===== src/rtl/hazard_scoreboard.sv =====
// Tuse/Tnew hazard and forwarding controller for a 5-stage F/D/E/M/W pipeline.
// Keeps its own E/M/W destination scoreboard plus a mult/div busy counter.
module hazard_scoreboard #(
  parameter int REG_AW   = 5,
  parameter int TW       = 2,
  parameter int MULT_CYC = 5,
  parameter int DIV_CYC  = 10
) (
  input  logic              clk,
  input  logic              reset,
  input  logic [REG_AW-1:0] d_rs,
  input  logic [REG_AW-1:0] d_rt,
  input  logic [TW-1:0]     d_tuse_rs,
  input  logic [TW-1:0]     d_tuse_rt,
  input  logic [REG_AW-1:0] d_dst,
  input  logic              d_we,
  input  logic [TW-1:0]     d_tnew,
  input  logic              d_md_use,
  input  logic              e_md_start,
  input  logic              e_md_div,
  input  logic              flush,
  output logic              stall,
  output logic [1:0]        fwd_d_rs,
  output logic [1:0]        fwd_d_rt,
  output logic [1:0]        fwd_e_rs,
  output logic [1:0]        fwd_e_rt,
  output logic              fwd_m_rt,
  output logic              md_busy
);

  localparam int MD_MAX = (DIV_CYC > MULT_CYC) ? DIV_CYC : MULT_CYC;
  localparam int MDW    = $clog2(MD_MAX + 1);

  typedef logic [REG_AW-1:0] reg_t;
  typedef logic [TW-1:0]     t_t;

  // Scoreboard: one slot per stage; tnew is already aged for the stage it sits in.
  reg_t e_dst, e_rs, e_rt;
  logic e_we;
  t_t   e_tnew;

  reg_t m_dst, m_rs, m_rt;
  logic m_we;
  t_t   m_tnew;

  reg_t w_dst;
  logic w_we;
  t_t   w_tnew;

  logic [MDW-1:0] md_cnt;

  function automatic t_t sat_dec(input t_t t);
    sat_dec = (t == '0) ? '0 : t - t_t'(1);
  endfunction

  function automatic logic hit(input logic we, input reg_t dst, input reg_t r);
    hit = we && (dst != '0) && (dst == r);
  endfunction

  // Nearest matching stage wins; a match whose result is not ready yet selects GRF.
  function automatic logic [1:0] sel_d(input logic he, input logic hm, input logic hw,
                                       input t_t tn_e, input t_t tn_m, input t_t tn_w);
    logic [1:0] sel;
    sel = 2'd0;
    if (he) begin
      if (tn_e == '0) sel = 2'd1;
    end else if (hm) begin
      if (tn_m == '0) sel = 2'd2;
    end else if (hw) begin
      if (tn_w == '0) sel = 2'd3;
    end
    return sel;
  endfunction

  function automatic logic [1:0] sel_e(input logic hm, input logic hw, input t_t tn_m);
    logic [1:0] sel;
    sel = 2'd0;
    if (hm) begin
      if (tn_m == '0) sel = 2'd1;
    end else if (hw) begin
      sel = 2'd2;
    end
    return sel;
  endfunction

  // D-stage source matches against each scoreboard slot.
  logic e_hit_rs, m_hit_rs, w_hit_rs;
  logic e_hit_rt, m_hit_rt, w_hit_rt;

  assign e_hit_rs = hit(e_we, e_dst, d_rs);
  assign m_hit_rs = hit(m_we, m_dst, d_rs);
  assign w_hit_rs = hit(w_we, w_dst, d_rs);
  assign e_hit_rt = hit(e_we, e_dst, d_rt);
  assign m_hit_rt = hit(m_we, m_dst, d_rt);
  assign w_hit_rt = hit(w_we, w_dst, d_rt);

  // A producer is too late when its remaining tnew exceeds the consumer's tuse.
  logic late_rs, late_rt, md_block;

  assign late_rs = (d_tuse_rs != '1) &&
                   ((e_hit_rs && (e_tnew > d_tuse_rs)) ||
                    (m_hit_rs && (m_tnew > d_tuse_rs)) ||
                    (w_hit_rs && (w_tnew > d_tuse_rs)));

  assign late_rt = (d_tuse_rt != '1) &&
                   ((e_hit_rt && (e_tnew > d_tuse_rt)) ||
                    (m_hit_rt && (m_tnew > d_tuse_rt)) ||
                    (w_hit_rt && (w_tnew > d_tuse_rt)));

  assign md_busy  = (md_cnt != '0);
  assign md_block = d_md_use && (md_busy || e_md_start);
  assign stall    = late_rs || late_rt || md_block;

  assign fwd_d_rs = sel_d(e_hit_rs, m_hit_rs, w_hit_rs, e_tnew, m_tnew, w_tnew);
  assign fwd_d_rt = sel_d(e_hit_rt, m_hit_rt, w_hit_rt, e_tnew, m_tnew, w_tnew);

  // E-stage operands look back into M and W.
  logic me_hit_rs, we_hit_rs, me_hit_rt, we_hit_rt;

  assign me_hit_rs = hit(m_we, m_dst, e_rs);
  assign we_hit_rs = hit(w_we, w_dst, e_rs);
  assign me_hit_rt = hit(m_we, m_dst, e_rt);
  assign we_hit_rt = hit(w_we, w_dst, e_rt);

  assign fwd_e_rs = sel_e(me_hit_rs, we_hit_rs, m_tnew);
  assign fwd_e_rt = sel_e(me_hit_rt, we_hit_rt, m_tnew);

  assign fwd_m_rt = hit(w_we, w_dst, m_rt) && (w_tnew == '0);

  always_ff @(posedge clk or negedge reset) begin
    if (!reset) begin
      e_dst  <= '0;
      e_we   <= 1'b0;
      e_tnew <= '0;
      e_rs   <= '0;
      e_rt   <= '0;
      m_dst  <= '0;
      m_we   <= 1'b0;
      m_tnew <= '0;
      m_rs   <= '0;
      m_rt   <= '0;
      w_dst  <= '0;
      w_we   <= 1'b0;
      w_tnew <= '0;
    end else begin
      w_dst  <= m_dst;
      w_we   <= m_we;
      w_tnew <= sat_dec(m_tnew);
      m_dst  <= e_dst;
      m_we   <= e_we;
      m_tnew <= sat_dec(e_tnew);
      m_rs   <= e_rs;
      m_rt   <= e_rt;
      // A stalled or flushed D instruction leaves a bubble behind in E.
      if (stall || flush) begin
        e_dst  <= '0;
        e_we   <= 1'b0;
        e_tnew <= '0;
        e_rs   <= '0;
        e_rt   <= '0;
      end else begin
        e_dst  <= d_dst;
        e_we   <= d_we;
        e_tnew <= d_tnew;
        e_rs   <= d_rs;
        e_rt   <= d_rt;
      end
    end
  end

  always_ff @(posedge clk or negedge reset) begin
    if (!reset) begin
      md_cnt <= '0;
    end else if (e_md_start) begin
      md_cnt <= e_md_div ? MDW'(DIV_CYC) : MDW'(MULT_CYC);
    end else if (md_cnt != '0) begin
      md_cnt <= md_cnt - MDW'(1);
    end
  end

  // rs in M is carried for visibility only; nothing downstream consumes it.
  logic unused_m_rs;
  assign unused_m_rs = ^m_rs;

endmodule


===== config.mk =====
export PLATFORM = sky130hd
export DESIGN_NAME = hazard_scoreboard
export DESIGN_NICKNAME = d
export VERILOG_FILES = /design/src/rtl/hazard_scoreboard.sv
export SDC_FILE = /design/constraint.sdc
export NUM_CORES = 1
export LEC_CHECK = 0
export ABC_AREA = 1
export CORE_ASPECT_RATIO = 0.6
export CORE_MARGIN = 1
export CORE_UTILIZATION = 50
export CTS_CLUSTER_DIAMETER = 60
export DETAILED_ROUTE_END_ITERATION = 8
export PLACE_DENSITY_LB_ADDON = 0.2
export SLEW_MARGIN = 5
export SYNTH_ARGS = -nofsm -noshare
export SYNTH_HDL_FRONTEND = slang
export SYNTH_SLANG_ARGS = --single-unit

===== constraint.sdc =====
create_clock -name clk -period 2.03 [get_ports clk]
set_input_delay 0.609 -clock clk [delete_from_list [all_inputs] [get_ports clk]]
set_output_delay 0.609 -clock clk [all_outputs]
set_load 0.1 [all_outputs]

==> results by group, run 1 <==
Power and ir drop
  • Maximum vdd drop: 0.458 mV
  • P per Cell Area: 484 nW/µm²
  • P_leak: 2.21 nW
  • Tot Pwr: 2.21 mW

Yosys
  • Syn Nets: roughly 380
  • Cells after Synth: approximately 340
  • Ys async rst share: 100%
  • Synth unique cells: 29
  • Post-synth EDFFs: 0
  • Dominant synthesized flop cell: dfrtp_1
  • Post-synthesis sequential area ratio: 38.0%
  • Ys Warns: 0
  • Avg Inst Size Synth: 8.41 µm²
  • Post-Syn Area: 2840 µm²
  • #FFs+latches synth: 43

Drt
  • DRC errors left: 0
  • WL/cell: about 18 µm
  • Via count: 2791
  • Drt via density: 5.49
  • Router iterations before antenna repair: 5
  • Iter 0 DRT Violations: 245
  • Routed wire length: just over 9 mm
  • Post-route antenna net violation count: 0

Timing
  • Final min period: ~2.6 ns
  • Rel. slew slack: 66.7%
  • Max Fclk: 378 MHz
  • Setup TNS: -11.90 ns
  • Final period util: 130%
  • Fin. Hold Viols: 0
  • WHS: 0.271 ns
  • Final critical-path setup slack: -0.616 ns
  • Max Slew Vio Count: 0
  • Setup-failing EPs final: 28
  • Slew @ Worst Pin: about 0.50 ns
  • RSZ-0062 raised after global routing: yes
  • Skew final: 0.00633 ns

Floorplan
  • Die Area: 5990 µm²
  • Core Box Area: 5260 µm²
  • Die height: around 60 µm
  • I/O Pins: 39
  • Placement Rows: 20
  • Chip width: between 90 and 100 µm
  • Starting density of the core: approximately 54%

Min path
  • Worst Hold Class: in -> async

Job
  • Max-Cap Viols: 0

Worst setup path
  • WS Path Type: in -> out
  • Crit path cell chain: clkdlybuf4s15_1, inv_2, ha_4, a21oi_1, a21oi_1, nand3_2, nand3_2, nand2_4, nand3_4, buf_12
  • Setup crit start kind: input pin
  • Critical Path Sink Type: output pin
  • Buf+Inv Stages, Crit Path: 3
  • Crit path largest cell delay: about 0.27 ns
  • CP top delay family: buffers and inverters
  • CP Data Required Time: 1.42 ns
  • Slowest-stage cell, CP: ha_4
  • Arr. time, crit path: 2.04 ns
  • Crit Path Max Fanout: 3
  • Reg2reg setup slack: -0.41 ns

Run status
  • Status: finished, violations left
  • Failing checks: setup timing

Clocking
  • CTS sink count: 43
  • Max Root-Sink Buffers: 2
  • H-tree depth: 2
  • Clock Latency Late Sink: 0.30 ns
  • Total CTS buffers: 5
  • Worst-path clk slew: about 0.080 ns
  • CTS tree: built
  • Root Buffer: clkbuf_8
  • Hold_buf cts: 0

Global routing
  • Vias in the first global route: 2580
  • Overflow after GRT: 0
  • First-pass GRT wire length: 12.9 mm
  • Gr usage total: 29.5%
  • Initial antenna violation count: 0
  • Largest net degree at the start of global routing: 24

Final layout
  • P&R area growth vs syn: 60.7%
  • Antenna Cells: 0
  • Post-Layout Cell Count: ~500
  • Final net count: 483
  • Layout cells sized above 1: 50.7%
  • Fillers: between 200 and 250

Placed design
  • HPWL Detailed: approximately 5.8 mm
  • Routability cong.: around 0.91
  • I/O Buffers: 38
  • DP Cell Count: between 400 and 500
  • Dpl ws: -0.949 ns
==> placed cells by master, fill, tap and decap left out, types with 6 or more instances in the layout <==
master / n
a21oi_1: 10
buf_12: 15
buf_2: 9
buf_4: 53
buf_6: 14
clkdlybuf4s50_1: 12
dfrtp_1: 31
dfrtp_2: 12
ha_1: 9
inv_1: 41
inv_2: 9
nand2_1: 45
nand2_2: 8
nand2_4: 6
nand3_1: 6
nand3_2: 11
nor2_1: 17
nor2_2: 11
nor2_4: 23
xnor2_1: 9
xnor2_2: 6
xor2_1: 23
==> repair_timing <==
action,CTS,global route
resized for setup,113,38
gates cloned,1,0
endpoints found under the setup margin,28,28
pin swaps,40,11
setup buffers,9,4
==> cell type report <==
cell class	instances	area, µm²	area share [%]
multi-input cells	225	1930	42.5
clock buffers	7	76.3	1.68
well taps	66	82.6	1.81
repair buffers	108	1090	23.8
inverters	58	280	6.15
flip-flops and latches	43	1090	23.9
clock inverters	1	5.00	0.110
==> report_power, final <==
| part | internal (mW) | leakage [nW] | switching [mW] | total, mW |
|---|---|---|---|---|
| Combinational | 0.319 | 1.62 | 0.397 | 0.716 |
| Sequential | 0.906 | 0.554 | 0.0597 | 0.966 |
| Clock | 0.242 | 0.0422 | 0.282 | 0.524 |
| Total | 1.47 | 2.21 | 0.739 | 2.21 |
==> logic make-up after synthesis <==
logic type	synth area share [%]
and+or+nand+nor	27.0
DFF	38.0
xor gates and xnor gates	12.7
buffers and inverters	11.7
AOI/OAI and AO/OA	4.50
adders and majority gates	6.18
==> sequential cells by signal (all words and copies together), names as in the netlist <==
signal	count
e_dst	5
e_rs	5
e_rt	5
m_dst	5
m_rt	5
w_dst	5
md_cnt	4
e_tnew	2
m_tnew	2
w_tnew	2
e_we	1
m_we	1
w_we	1
==> per-stage QoR <==
stage                     utilization (%)  area, µm²
after floorplan                         -       3110
after global placement               77.1       4050
after detailed placement             77.1       4050
after CTS                            84.0       4410
after global routing                 86.7       4560
final                                86.7       4560
==> cells in the mapped netlist, types with 2 or more instances <==
cell	instances	area share, %
nor2_1	36	4.8
buf_6	5	2.0
nand3_1	15	2.6
nor2_4	12	4.8
inv_1	51	6.8
or2_2	3	0.66
xor2_1	25	7.7
dfrtp_1	43	38
a21oi_1	12	2.1
nor4_1	4	0.88
nand2_1	56	7.4
xnor2_1	16	4.9
nand4_1	5	1.1
a22oi_1	2	0.53
nor3_1	2	0.35
nand3_2	4	1.4
o21ai_0	6	1.1
inv_2	7	0.93
nand2_2	4	0.88
buf_4	5	1.3
ha_1	14	6.2
nor2_2	3	0.66
==> worst paths after layout <==
check                             start        end  cells after the start
max                        d_tuse_rs[1]      stall                     10
min                               reset  md_cnt[1]                      1
max reg2reg                   e_tnew[1]    e_rs[4]                     14
min reg2reg                        e_we       m_we                      0
max in group asynchronous         reset   w_dst[0]                      2
min in group clk                   e_we       m_we                      0
==> layer usage <==
metal,GRT usage [%],vias up,part of all wire (%)
met4,8.19,0,4.5
met3,5.88,51,7.5
met1,39.9,1342,40
met2,49.1,142,48
li1,-,1256,-
met5,3.08,-,0
No activity file was read; power rests on OpenSTA's default activity.
==> inputs of run 2 (changes only) <==
--- a/config.mk
+++ b/config.mk
@@ -8,10 +8,11 @@
 export ABC_AREA = 1
 export CORE_ASPECT_RATIO = 0.6
 export CORE_MARGIN = 1
-export CORE_UTILIZATION = 50
+export CORE_UTILIZATION = 55
 export CTS_CLUSTER_DIAMETER = 60
 export DETAILED_ROUTE_END_ITERATION = 8
 export PLACE_DENSITY_LB_ADDON = 0.2
+export SKIP_LAST_GASP = 1
 export SLEW_MARGIN = 5
 export SYNTH_ARGS = -nofsm -noshare
 export SYNTH_HDL_FRONTEND = slang
==> constraint.sdc (replaced) <==
create_clock -name clk -period 3 [get_ports clk]
set_input_delay 0.6 -clock clk [delete_from_list [all_inputs] [get_ports clk]]
set_output_delay 0.6 -clock clk [all_outputs]
set_load 0.1 [all_outputs]
==> run 2 against run 1 <==
The run now ends clean. Non-clock buffer count decreased by 68. Critical endpoint unchanged. Global-route usage is 3.4 points lower. Sequential power down 32%. Highest routed layer unchanged. Die area fell by 8.9%. Via count down 20%. Largest cell class unchanged. Flip-flop and latch count unchanged. Critical path depth did not move. Cell area decreased by 25%.
==> results by group, run 2 (synthesized netlist as in run 1, its figures left out) <==
Floorplan
  • Starting density of the core: 59.6% (was 54.0%)
  • I/O Pins: 39 (unchanged)
  • Placement Rows: 19 (was 20)
  • Core Box Area: 4750 µm² (was 5260 µm²)
  • Die height: 57.6 µm (was 60.3 µm)
  • Chip width: 94.7 µm (was 99.2 µm)
  • Die Area: 5460 µm² (was 5990 µm²)

Drt
  • DRC errors left: 0 (unchanged)
  • Iter 0 DRT Violations: 143 (was 245)
  • Router iterations before antenna repair: 4 (was 5)
  • WL/cell: 14.4 µm (was 18.4 µm)
  • Routed wire length: 6.29 mm (was 9.35 mm)
  • Drt via density: 5.12 (was 5.49)
  • Via count: 2239 (was 2791)
  • Post-route antenna net violation count: 0 (unchanged)

Placed design
  • HPWL Detailed: 5.10 mm (was 5.82 mm)
  • DP Cell Count: 429 (was 488)
  • Dpl ws: 0.0179 ns (was -0.949 ns)
  • Post-Place Cell Area: 3300 µm² (was 4050 µm²)
  • I/O Buffers: 38 (unchanged)
  • Routability cong.: 0.993 (was 0.907)

Timing
  • Final min period: around 3 ns
  • Slew @ Worst Pin: 0.953 ns (was 0.500 ns)
  • Final period util: 99.0%
  • Max Fclk: 337 MHz
  • WHS: 0.386 ns (was 0.271 ns)
  • Fin. Hold Viols: 0 (unchanged)
  • Rel. slew slack: 36.5% (was 66.7%)
  • Setup TNS: 0 ns (was -11.90 ns)
  • RSZ-0062 raised after global routing: yes (unchanged)
  • Setup-failing EPs final: 0 (was 28)
  • Final critical-path setup slack: 0.0303 ns (was -0.616 ns)
  • Skew final: 0.0101 ns (was 0.00633 ns)
  • Max Slew Vio Count: 0 (unchanged)

Global routing
  • Overflow after GRT: 0 (unchanged)
  • Gr usage total: 26.0% (was 29.5%)
  • Largest net degree at the start of global routing: 44 (was 24)
  • First-pass GRT wire length: 10.4 mm (was 12.9 mm)
  • Vias in the first global route: 2146 (was 2580)
  • Initial antenna violation count: 0 (unchanged)

Worst setup path
  • Arr. time, crit path: 2.37 ns (was 2.04 ns)
  • Critical Path Sink Type: output pin (unchanged)
  • WS Path Type: in -> out (unchanged)
  • Setup crit start kind: input pin (unchanged)
  • CP Data Required Time: 2.40 ns (was 1.42 ns)
  • Crit Path Max Fanout: 3 (unchanged)

Power and ir drop
  • P_leak: 1.74 nW (was 2.21 nW)
  • P per Cell Area: 387 nW/µm² (was 484 nW/µm²)
  • Tot Pwr: 1.32 mW (was 2.21 mW)
  • Maximum vdd drop: 0.259 mV (was 0.458 mV)

Min path
  • Worst Hold Class: reg -> reg (was in -> async)

Final layout
  • Antenna Cells: 0 (unchanged)
  • Final Core Density: 71.8% (was 86.7%)
  • Most common cell after layout, fill and taps aside: nand2_1 (was buf_4)
  • Final Cell Area: 3410 µm² (was 4560 µm²)
  • Most frequent cells in the layout: nand2_1, inv_1, dfrtp_1 (was buf_4, nand2_1, inv_1)
  • Final net count: 415 (was 483)
  • Layout cells sized above 1: 18.4% (was 50.7%)
  • P&R area growth vs syn: 20.4% (was 60.7%)
  • Post-Layout Cell Count: 437 (was 508)

Job
  • Max-Cap Viols: 0 (unchanged)

Clocking
  • CTS tree: built (unchanged)
  • Worst-path clk slew: 0.08 ns (about the same)
  • H-tree depth: 2 (unchanged)
  • Root Buffer: clkbuf_8 (unchanged)
  • Postcts setup bufs: 0 (was 9)
  • CTS sink count: 43 (unchanged)
  • Total CTS buffers: 5 (unchanged)
  • Max Root-Sink Buffers: 2 (unchanged)
  • Clock Latency Late Sink: 0.30 ns (about the same)

Run status
  • Status: completed (was finished, violations left)
## run 2: cell types whose count changed in the layout (fill, tap and decap cells not counted), sizes merged
| cell | change |
|---|---|
| buf | -78 |
| clkbuf | -1 |
| clkdlybuf4s15 | -3 |
| clkdlybuf4s50 | +14 |
## run 2: routing by layer
| layer | track usage [%] | vias to the layer above | wire (µm) |
|---|---|---|---|
| met5 | 0 | - | 0 |
| met4 | 9.31 | 0 | 95 |
| met3 | 5.25 | 9 | 597 |
| met2 | 38.5 | 82 | 2680 |
| met1 | 38.1 | 1039 | 2920 |
| li1 | - | 1109 | - |
## run 2: what timing repair did
item / in CTS / in global routing
gates resized for setup: 0 / 7
endpoints found under the setup margin: 0 / 3
hold buffers: 0 / 0
## run 2: critical path: stages
cell	delay, ns
clkdlybuf4s50_1	0.50
inv_2	0.07
ha_1	0.31
nand2_1	0.08
a22oi_2	0.17
nand4_1	0.13
nand3_1	0.11
nand2_2	0.11
nand3_2	0.10
buf_12	0.18
## run 2: cell type report
type / count / area, µm²
multi-input combinational: 225 / 1510
fill: 380 / 1340
timing repair buffer: 40 / 450
tap: 63 / 78.8
clock inverter: 1 / 5.00
inverter: 58 / 218
clock buffer: 7 / 76.3
sequential: 43 / 1080
## run 2: final timing paths
| path | startpoint | end | slack, ns | cells after the start |
|---|---|---|---|---|
| max reg2reg | e_tnew[1] | e_rt[1] | 0.84 | 8 |
| max | d_tuse_rt[1] | stall | 0.03 | 10 |
| min | e_we | m_we | 0.39 | 0 |
| max in group asynchronous | reset | m_rt[3] | 1.96 | 1 |
| min in group asynchronous | reset | md_cnt[2] | 0.45 | 1 |
| min reg2reg | e_we | m_we | 0.39 | 0 |
## run 2: power breakdown
| group | switching, mW | internal (mW) |
|---|---|---|
| Combinational | 0.181 | 0.128 |
| Sequential | 0.0419 | 0.612 |
| Clock | 0.195 | 0.164 |
==> inputs of run 3 (changes only) <==
--- a/config.mk
+++ b/config.mk
@@ -10,6 +10,7 @@
 export CORE_MARGIN = 1
 export CORE_UTILIZATION = 55
 export CTS_CLUSTER_DIAMETER = 60
+export CTS_CLUSTER_SIZE = 10
 export DETAILED_ROUTE_END_ITERATION = 8
 export PLACE_DENSITY_LB_ADDON = 0.2
 export SKIP_LAST_GASP = 1
==> results of run 3 <==
Same layout as run 2: the final DEF is identical, and so are final timing and power.
